`config.mk`:
```
export PLATFORM = sky130hd
export DESIGN_NAME = fetch_unit
export DESIGN_NICKNAME = d
export VERILOG_FILES = /design/src/rtl/fetch_unit_pkg.sv /design/src/rtl/fetch_byte_queue.sv /design/src/rtl/fetch_unit.sv
export SDC_FILE = /design/constraint.sdc
export NUM_CORES = 1
export LEC_CHECK = 0
export CAP_MARGIN = 20
export CORE_ASPECT_RATIO = 1.4
export CORE_MARGIN = 3
export CORE_UTILIZATION = 36
export DETAILED_ROUTE_END_ITERATION = 12
export PLACE_DENSITY = 0.58
export SYNTH_ARGS = -nofsm -noshare
export SYNTH_HDL_FRONTEND = slang
export SYNTH_HIERARCHICAL = 1
export SYNTH_SLANG_ARGS = --single-unit
```
`constraint.sdc`:
```
create_clock -name clk -period 28.4 [get_ports clk]
set_clock_uncertainty 0.1 [all_clocks]
set_input_delay 8.52 -clock clk [delete_from_list [all_inputs] [get_ports clk]]
set_output_delay 8.52 -clock clk [all_outputs]
set_load 0.01 [all_outputs]
```
`src/rtl/fetch_unit_pkg.sv`:
```
// Shared Y86 fetch definitions: icodes, status codes, run state
// and the icode -> instruction shape decode.
package fetch_unit_pkg;

  localparam logic [3:0] IHALT   = 4'h0;
  localparam logic [3:0] INOP    = 4'h1;
  localparam logic [3:0] IRRMOVQ = 4'h2;
  localparam logic [3:0] IIRMOVQ = 4'h3;
  localparam logic [3:0] IRMMOVQ = 4'h4;
  localparam logic [3:0] IMRMOVQ = 4'h5;
  localparam logic [3:0] IOPQ    = 4'h6;
  localparam logic [3:0] IJXX    = 4'h7;
  localparam logic [3:0] ICALL   = 4'h8;
  localparam logic [3:0] IRET    = 4'h9;
  localparam logic [3:0] IPUSHQ  = 4'hA;
  localparam logic [3:0] IPOPQ   = 4'hB;

  localparam logic [2:0] SAOK = 3'd1;
  localparam logic [2:0] SHLT = 3'd2;
  localparam logic [2:0] SADR = 3'd3;
  localparam logic [2:0] SINS = 3'd4;

  localparam logic [3:0] RNONE = 4'hF;

  typedef enum logic {
    RUN,
    STOPPED
  } run_t;

  typedef struct packed {
    logic regids;
    logic valc;
    logic valid;
  } need_t;

  function automatic need_t inst_need(input logic [3:0] icode);
    need_t n;
    n.regids = 1'b0;
    n.valc   = 1'b0;
    n.valid  = 1'b1;
    unique case (icode)
      IHALT, INOP, IRET: ;
      IRRMOVQ, IOPQ, IPUSHQ, IPOPQ:
        n.regids = 1'b1;
      IJXX, ICALL:
        n.valc = 1'b1;
      IIRMOVQ, IRMMOVQ, IMRMOVQ: begin
        n.regids = 1'b1;
        n.valc   = 1'b1;
      end
      default:
        n.valid = 1'b0;
    endcase
    return n;
  endfunction

  // Invalid icodes carry neither field, so they come out as length 1.
  function automatic logic [3:0] inst_len(input need_t n);
    return 4'd1 + {3'd0, n.regids} + {n.valc, 3'd0};
  endfunction

endpackage

```
`src/rtl/fetch_byte_queue.sv`:
```
// Circular instruction byte buffer: FETCH_BYTES-wide push,
// 0..10 byte pop, 10-byte head window for the decoder.
module fetch_byte_queue #(
  parameter  int FETCH_BYTES = 4,
  parameter  int BUF_BYTES   = 16,
  localparam int CW = $clog2(BUF_BYTES + 1),
  localparam int PW = $clog2(BUF_BYTES)
) (
  input  logic                     clk,
  input  logic                     rst_n,
  input  logic                     flush,
  input  logic                     push,
  input  logic [8*FETCH_BYTES-1:0] push_data,
  input  logic                     pop,
  input  logic [3:0]               pop_len,
  output logic [CW-1:0]            count,
  output logic [79:0]              head
);

  logic [7:0]    mem [BUF_BYTES];
  logic [PW-1:0] hd;
  logic [PW-1:0] tl;
  logic [CW-1:0] cnt;

  // Offsets never exceed BUF_BYTES, so one subtraction wraps.
  function automatic logic [PW-1:0] wrap(
    input logic [PW-1:0] p,
    input int            off
  );
    int s;
    s = int'(p) + off;
    if (s >= BUF_BYTES) s = s - BUF_BYTES;
    return PW'(s);
  endfunction

  always_ff @(posedge clk or negedge rst_n) begin
    if (!rst_n) begin
      hd  <= '0;
      tl  <= '0;
      cnt <= '0;
      for (int i = 0; i < BUF_BYTES; i++)
        mem[i] <= '0;
    end else if (flush) begin
      hd  <= '0;
      tl  <= '0;
      cnt <= '0;
    end else begin
      if (push) begin
        for (int i = 0; i < FETCH_BYTES; i++)
          mem[wrap(tl, i)] <= push_data[8*i +: 8];
        tl <= wrap(tl, FETCH_BYTES);
      end
      if (pop)
        hd <= wrap(hd, int'(pop_len));
      cnt <= cnt
           + (push ? CW'(FETCH_BYTES) : '0)
           - (pop  ? CW'(pop_len)     : '0);
    end
  end

  always_comb begin
    head = '0;
    for (int i = 0; i < 10; i++)
      head[8*i +: 8] = mem[wrap(hd, i)];
  end

  assign count = cnt;

endmodule

```
`src/rtl/fetch_unit.sv`:
```
// Y86 fetch stage: owns the PC, prefetches into a byte queue and
// hands one decoded instruction per handshake to decode.
module fetch_unit
  import fetch_unit_pkg::*;
#(
  parameter int PC_W        = 32,
  parameter int FETCH_BYTES = 4,
  parameter int BUF_BYTES   = 16
) (
  input  logic                     clk,
  input  logic                     rst_n,
  output logic                     imem_req_o,
  output logic [PC_W-1:0]          imem_addr_o,
  input  logic                     imem_rvalid_i,
  input  logic [8*FETCH_BYTES-1:0] imem_rdata_i,
  input  logic                     imem_err_i,
  input  logic                     redirect_i,
  input  logic [PC_W-1:0]          redirect_pc_i,
  output logic                     inst_valid_o,
  input  logic                     inst_ready_i,
  output logic [3:0]               icode_o,
  output logic [3:0]               ifun_o,
  output logic [3:0]               rA_o,
  output logic [3:0]               rB_o,
  output logic [63:0]              valC_o,
  output logic [PC_W-1:0]          valP_o,
  output logic [PC_W-1:0]          pc_o,
  output logic [PC_W-1:0]          pred_pc_o,
  output logic [2:0]               stat_o
);

  localparam int CW = $clog2(BUF_BYTES + 1);
  localparam logic [CW-1:0] REQ_MAX =
    CW'(BUF_BYTES - FETCH_BYTES);

  if (BUF_BYTES < 10 + FETCH_BYTES) begin : g_buf_chk
    $error("BUF_BYTES must be >= 10 + FETCH_BYTES");
  end
  if (FETCH_BYTES < 1 || FETCH_BYTES > 8 ||
      (FETCH_BYTES & (FETCH_BYTES - 1)) != 0) begin : g_fb_chk
    $error("FETCH_BYTES must be a power of 2 in 1..8");
  end
  if (PC_W < 1 || PC_W > 64) begin : g_pc_chk
    $error("PC_W must be in 1..64");
  end

  run_t            state;
  run_t            state_next;
  logic [PC_W-1:0] fetch_pc;
  logic [PC_W-1:0] head_pc;
  logic            pend;
  logic            drop;
  logic            err;
  logic            live;

  logic [CW-1:0]   count;
  logic [79:0]     win;

  logic [3:0]      icode;
  logic [3:0]      len;
  need_t           need;
  logic            have;
  logic            adr;
  logic            valid;
  logic            cti;
  logic [63:0]     valc;
  logic [PC_W-1:0] valp;
  logic [PC_W-1:0] pred;

  logic            xfer;
  logic            taken;
  logic            stop;
  logic            flush;
  logic            req;
  logic            rsp_take;
  logic            push;
  logic [PC_W-1:0] new_pc;

  always_comb begin
    icode = win[7:4];
    need  = inst_need(icode);
    len   = inst_len(need);
    have  = count >= CW'(len);
    adr   = err & ~have;
    valid = (state == RUN) & ~redirect_i & (have | err);
    cti   = (icode == IJXX) | (icode == ICALL);
    valp  = head_pc + PC_W'(len);
    valc  = '0;
    if (need.valc)
      valc = need.regids ? win[79:16] : win[71:8];
    pred  = cti ? valc[PC_W-1:0] : valp;
  end

  assign xfer  = valid & inst_ready_i;
  assign taken = xfer & ~adr & cti & (pred != valp);
  assign stop  = xfer & (adr | ~need.valid |
                         (icode == IRET) | (icode == IHALT));
  assign flush = redirect_i | taken;
  assign new_pc = redirect_i ? redirect_pc_i : pred;

  // A response is ours only if a live request is waiting on it.
  assign rsp_take = imem_rvalid_i & ~drop & pend;
  assign push     = rsp_take & ~imem_err_i & ~flush;
  assign req      = live & (state == RUN) & ~pend & ~err &
                    (count <= REQ_MAX) & ~flush & ~stop;

  always_ff @(posedge clk or negedge rst_n) begin
    if (!rst_n) begin
      fetch_pc <= '0;
      head_pc  <= '0;
      pend     <= 1'b0;
      drop     <= 1'b0;
      err      <= 1'b0;
      live     <= 1'b0;
    end else begin
      live <= 1'b1;
      if (flush) begin
        fetch_pc <= new_pc;
        head_pc  <= new_pc;
        pend     <= 1'b0;
        err      <= 1'b0;
        drop     <= (drop & ~imem_rvalid_i) | (pend & ~rsp_take);
      end else begin
        if (req) begin
          fetch_pc <= fetch_pc + PC_W'(FETCH_BYTES);
          pend     <= 1'b1;
        end
        if (rsp_take) begin
          pend <= 1'b0;
          if (imem_err_i) err <= 1'b1;
        end
        if (imem_rvalid_i & drop)
          drop <= 1'b0;
        if (xfer & ~adr)
          head_pc <= valp;
      end
    end
  end

  always_ff @(posedge clk or negedge rst_n) begin
    if (!rst_n) state <= RUN;
    else        state <= state_next;
  end

  always_comb begin
    state_next = state;
    if (redirect_i)
      state_next = RUN;
    else if (stop)
      state_next = STOPPED;
  end

  fetch_byte_queue #(
    .FETCH_BYTES(FETCH_BYTES),
    .BUF_BYTES  (BUF_BYTES)
  ) u_queue (
    .clk      (clk),
    .rst_n    (rst_n),
    .flush    (flush),
    .push     (push),
    .push_data(imem_rdata_i),
    .pop      (xfer),
    .pop_len  (adr ? 4'd0 : len),
    .count    (count),
    .head     (win)
  );

  assign imem_req_o   = req;
  assign imem_addr_o  = fetch_pc;
  assign inst_valid_o = valid;

  always_comb begin
    icode_o   = '0;
    ifun_o    = '0;
    rA_o      = '0;
    rB_o      = '0;
    valC_o    = '0;
    valP_o    = '0;
    pc_o      = '0;
    pred_pc_o = '0;
    stat_o    = SAOK;
    if (valid) begin
      pc_o = head_pc;
      if (adr) begin
        rA_o      = RNONE;
        rB_o      = RNONE;
        valP_o    = head_pc;
        pred_pc_o = head_pc;
        stat_o    = SADR;
      end else begin
        icode_o   = icode;
        ifun_o    = win[3:0];
        rA_o      = need.regids ? win[15:12] : RNONE;
        rB_o      = need.regids ? win[11:8]  : RNONE;
        valC_o    = valc;
        valP_o    = valp;
        pred_pc_o = pred;
        if (icode == IHALT)   stat_o = SHLT;
        else if (!need.valid) stat_o = SINS;
      end
    end
  end

endmodule

```
Word level (Yosys, flattened, before mapping)

Index checks and enable logic that the tools add are counted.

Register bits: 210
Memories: 0
Input port bits: 70
Bits in writable memories: 0
Output and inout port bits: 213
Bits in latches: 0
Memory bits (read-only): 0

Add/subtract/negate cells: 36
Eq/ne operators: 12
Multiply operators: 0
Bitwise logic cells: 55
Shift operators: 0
Multiplexer cells: 116
$lt $le $gt $ge: 36
Divide/modulo/power cells: 0
Reductions and logical operators: 19

Operators by type and width:

| cell                  | number |
|---|---|
| $bwmux 128            | 4 |
| $mux 32               | 11 |
| $bmux 8 s4            | 10 |
| $mux 64               | 4 |
| $mux 8                | 24 |
| $mux 4                | 40 |
| $ge 5x5->1 const B    | 28 |
| $demux 8 s4           | 4 |
| $not 4->5             | 14 |
| $sub 4x1->4 const B   | 16 |
| $add 32x3->32 const B | 1 |
| $add 32x4->32         | 1 |
| $ne 32x32->1          | 1 |
| $add 4x3->5 const B   | 5 |
| $and 1x1->1           | 21 |
| $add 4x2->5 const B   | 4 |
| $lt 5x1->1 const B    | 4 |
| $eq 4x3->1 const B    | 4 |
| $eq 4x4->1 const B    | 4 |
| $reduce_bool 2->1     | 8 |
| $mux 3                | 5 |
| $mux 1                | 13 |
| $not 1->1             | 13 |
| $reduce_or 12->1      | 1 |
| other kinds (20)      | 34 |

Logic depth before layout (Yosys ltp)

Depth after elaboration: 32
Mapped depth: 32

Cells and area by module

The synthesis kept the hierarchy.

Modules (own cells, without submodules):

| module           | seq. area each (um^2) | cells each | area an instance (um^2) | instances |
|---|---|---|---|---|
| fetch_byte_queue | 3,478.3               | 688        | 10,717.8                | 1 |
| fetch_unit       | 1,726.7               | 1,326      | 8,689.6                 | 1 |

Worst setup path before layout

OpenSTA, ideal clock, no wires.

Path type: input to output
From: in redirect_i
To: out imem_req_o
Stages: 11
Path slack: 9,706 ps
Required time: 19,780 ps
Arrival: 10,074 ps
Cells stage by stage: inv_2 -> nand2_1 -> nor2_1 -> and2_1 -> clkbuf_1 -> nand2_1 -> a21oi_2 -> nor2_1 -> buf_4 -> inv_2 -> nor2_1

Cells in the longest elaborated chain, start to end: 11

Ends and longest elaborated chain:

| what                          | line              | source |
|---|---|---|
| start, declared               | fetch_unit.sv:17  | `input logic redirect_i,` |
| $not 1->1                     | fetch_unit.sv:85  | `valid = (state == RUN) & ~redirect_i & (have \| err);` |
| $and 1x1->1 (2 in series)     | fetch_unit.sv:85  |  |
| $and 1x1->1                   | fetch_unit.sv:94  | `assign xfer = valid & inst_ready_i;` |
| $and 1x1->1 (3 in series)     | fetch_unit.sv:95  | `assign taken = xfer & ~adr & cti & (pred != valp);` |
| $or 1x1->1 (*)                | fetch_unit.sv:98  | `assign flush = redirect_i \| taken;` |
| net flush                     | fetch_unit.sv:73  | `logic flush;` |
| $not 1->1 (no line) (*)       | -                 |  |
| $and 1x1->1 (*) (2 in series) | fetch_unit.sv:105 | `(count <= REQ_MAX) & ~flush & ~stop;` |
| end, declared                 | fetch_unit.sv:12  | `output logic imem_req_o,` |

Mark *: on every way through the listed nets, which the timed path passes. The rest lies on a longest branch.

Worst setup path in the final report

Same ends and word-level chain as after synthesis.

==> run metrics <==
outcome=completed; sequential area share after synthesis=26.8%; cells on worst reg2reg path=24; fmax=45.4 MHz; die area=56800 sq um; Starting Density=36.4%; WHS Endpoint=imem_addr_o[1]$_DFFE_PN0P_; I/O pins=283; final hold violation count=0; Worst Path Required=19.78 ns; ANT cells=0; Yosys top cell area share=26.8%; Worst path max stage delay=0.83 ns; peak supply drop=0.137 mV; Setup crit end kind=output pin; largest net degree at the start of global routing=74; Hold Crit Depth=2; Core Area=53300 sq um; RSZ-0062 raised after global routing=no; final core occ=44.1%; EDFF count, synth=0; r2r endpoint=u_queue/mem[82]$_DFFE_PN0P_; Synth async-reset ratio=100%; DP Cell Count=2859; Area growth, synth to finish=21.1%; worst path buffer plus inverter count=5; Clk pin slew, worst setup/hold paths=0.06 ns; Antenna Nets Post-Route=0; pre-CTS WS=6.49 ns; slowest cell on the critical path=and2_1; crit-path max FO=54; minimum clock period=22.04 ns; Slew Viols, Final=0; Clock Power Share=11.6%; GR Util All Layers=27.3%; R2R Setup Slk=15.77 ns; Setup violations, final=0; prevailing post-synth register cell=dfrtp_1; maxcap violations=0; clk sinks=208; gpl congestion=0.938; switching share of power=52.8%; most common library cells after synthesis=287 x nand2_1, 208 x dfrtp_1, 208 x mux4_2; most common cell in the netlist=nand2_1; crit-path cells=buf_2, inv_2, nand2_2, nor2_1, and2_1, nand2_1, a21oi_4, buf_4, nor2_2, inv_2, nor2_1, clkdlybuf4s50_1; hold_buf cts=0; Post-Synthesis Cells=2014; Setup CP Type=input port to output pin; DRC errors left=0; fin cells=2902; Final #Nets=2276; # resized after CTS=0; Slew Limit Headroom=24.0%; Vias=18300; synth top area cells=dfrtp_1 27%, mux4_2 24%, mux2_2 5.7%; FF-to-FF Start=u_queue/hd[0]$_DFFE_PN0P_; Vias per Instance=6.30; first-pass GRT wire length=118000 um; final worst path period share=77.6%; IO buf count=282; initial antenna violation count=0; share of cells above drive strength 1=19.5%; clk_lat worst skew=0.56 ns; die width=202 um; drt first pass iters=5; Seq cells post-synth=208; static leakage=8.77 nW; internal power=0.00136 W; Hold Startpoint=imem_addr_o[1]$_DFFE_PN0P_; largest area contributor in the netlist=dfrtp_1; Remaining Overflow, GRT=0; vias in the first global route=17800; min-delay worst type=flop to flop; crit path setup slack, layout=6.36 ns; Setup Buffers After CTS=0; design area=23500 sq um; P per Cell Area=122 nW/um^2; crit path DAT=13.42 ns; crit-path leading delay family=simple AND/OR/NAND/NOR gates; standard-cell row count=100; Final TNS setup=0 ns; synthesized area=19400 sq um; die height=281 um; CTS tree=yes; Avg Inst Size Synth=9.64 sq um; Psw=0.00152 W; Worst setup SP type=input port; worst slew pin tran=1.14 ns; Clock Root Buffer=clkbuf_16; Synth Warn #=6; First DRT Iteration DRCs=1540; drt wl/cell=27.6 um; CTS buffer count=25; Post-DP HPWL=59700 um; dpl cell area=22700 sq um; Flop pwr share=15.8%; Routed WL=80200 um; clk buf depth=3; fillcell total=5267; distinct cell type count after synthesis=87; power share of the combinational group=72.6%; CTS H-tree depth=1
==> metrics by stage <==
stage	total power [W]	hold slack, ns
4_1_cts	0.00286	0.422
3_3_place_gp	0.00248	0.410
3_5_place_dp	0.00252	0.403
5_1_grt	0.00302	0.453
2_1_floorplan	0.00167	0.373
6_report	0.00287	0.422
==> cell families (layout without fill, tap and decap cells) <==
family / count (synthesis) / after routing / share of synthesized area [%]
AOI/OAI and AO/OA: 400 / 400 / 13.2
xor gates and xnor gates: 115 / 115 / 5.42
adders and majority gates: 33 / 33 / 2.28
buffers and inverters: 218 / 391 / 4.88
DFF: 208 / 208 / 26.8
muxes: 322 / 322 / 30.7
other: 2 / 3 / 0.0387
and+or+nand+nor: 716 / 716 / 16.6
==> tightest hold or removal path, stage by stage (launching register included) <==
cell and delay [ns]:
dfrtp_1 0.35, nor3_1 0.05, nor2_1 0.08
==> metal layers <==
layer,routed length [um],track usage [%]
met5,0,0
met1,29600,32.8
met3,6370,4.87
met4,4510,12.7
met2,39700,47.5
==> state kept, by name, summed over array words and instances (netlist names) <==
| register | count |
|---|---|
| u_queue/count | 5 |
| live | 1 |
| imem_addr_o | 32 |
| drop | 1 |
| err | 1 |
| u_queue/hd | 4 |
| state | 1 |
| u_queue/mem | 128 |
| head_pc | 32 |
| u_queue/tl | 2 |
| pend | 1 |
==> cells in the final DEF (no fill, tap or decap), types with 6 or more instances in the layout <==
master and instances:
or3_1 8, mux2_2 98, clkdlybuf4s50_1 280, inv_1 24, a21o_1 7, nand2_1 282
nor2_1 190, xor2_1 39, ha_1 28, and3_1 47, mux2i_1 15, dfrtp_1 205
nand3_1 56, xnor2_1 68, nor2b_1 9, a21oi_1 133, o211ai_1 7, a211o_1 6
o21ai_0 77, buf_4 34, a22o_1 16, mux4_2 208, a31oi_1 35, o31ai_1 12
and4_1 6, a22oi_1 9, a32o_1 11, o22ai_1 9, nand4_1 19, a211oi_1 7
clkbuf_16 25, nor4_1 14, and2_1 20, nor3_1 32, nand2b_1 9, o21ai_1 14
==> final cells by class <==
type / instances / area (sq um) / area share (%)
clock buffer: 34 / 699 / 2.98
clock inverter: 8 / 121 / 0.516
inverter: 31 / 116 / 0.495
multi-input combinational: 1589 / 13300 / 56.8
sequential: 208 / 5210 / 22.2
tap: 714 / 893 / 3.80
timing repair buffer: 318 / 3120 / 13.3
==> worst max path at each step <==
stage	end	cells after the start	slack (ns)	startpoint
global placement	imem_req_o	12	6.57	redirect_i
CTS	imem_req_o	12	6.47	redirect_i
global route	imem_req_o	12	6.18	redirect_i
detailed placement	imem_req_o	12	6.49	redirect_i
finish	imem_req_o	12	6.36	redirect_i
floorplan	imem_req_o	11	9.71	redirect_i
==> power by group through the flow <==
stage	Combinational, W	Sequential, W	Clock (W)
detailed placement	0.00206	0.000455	0
global route	0.00221	0.000462	0.000349
CTS	0.00207	0.000450	0.000338
global placement	0.00203	0.000451	0
finish	0.00209	0.000454	0.000333
floorplan	0.00127	0.000402	0
Power figures use the tool's default switching activity.
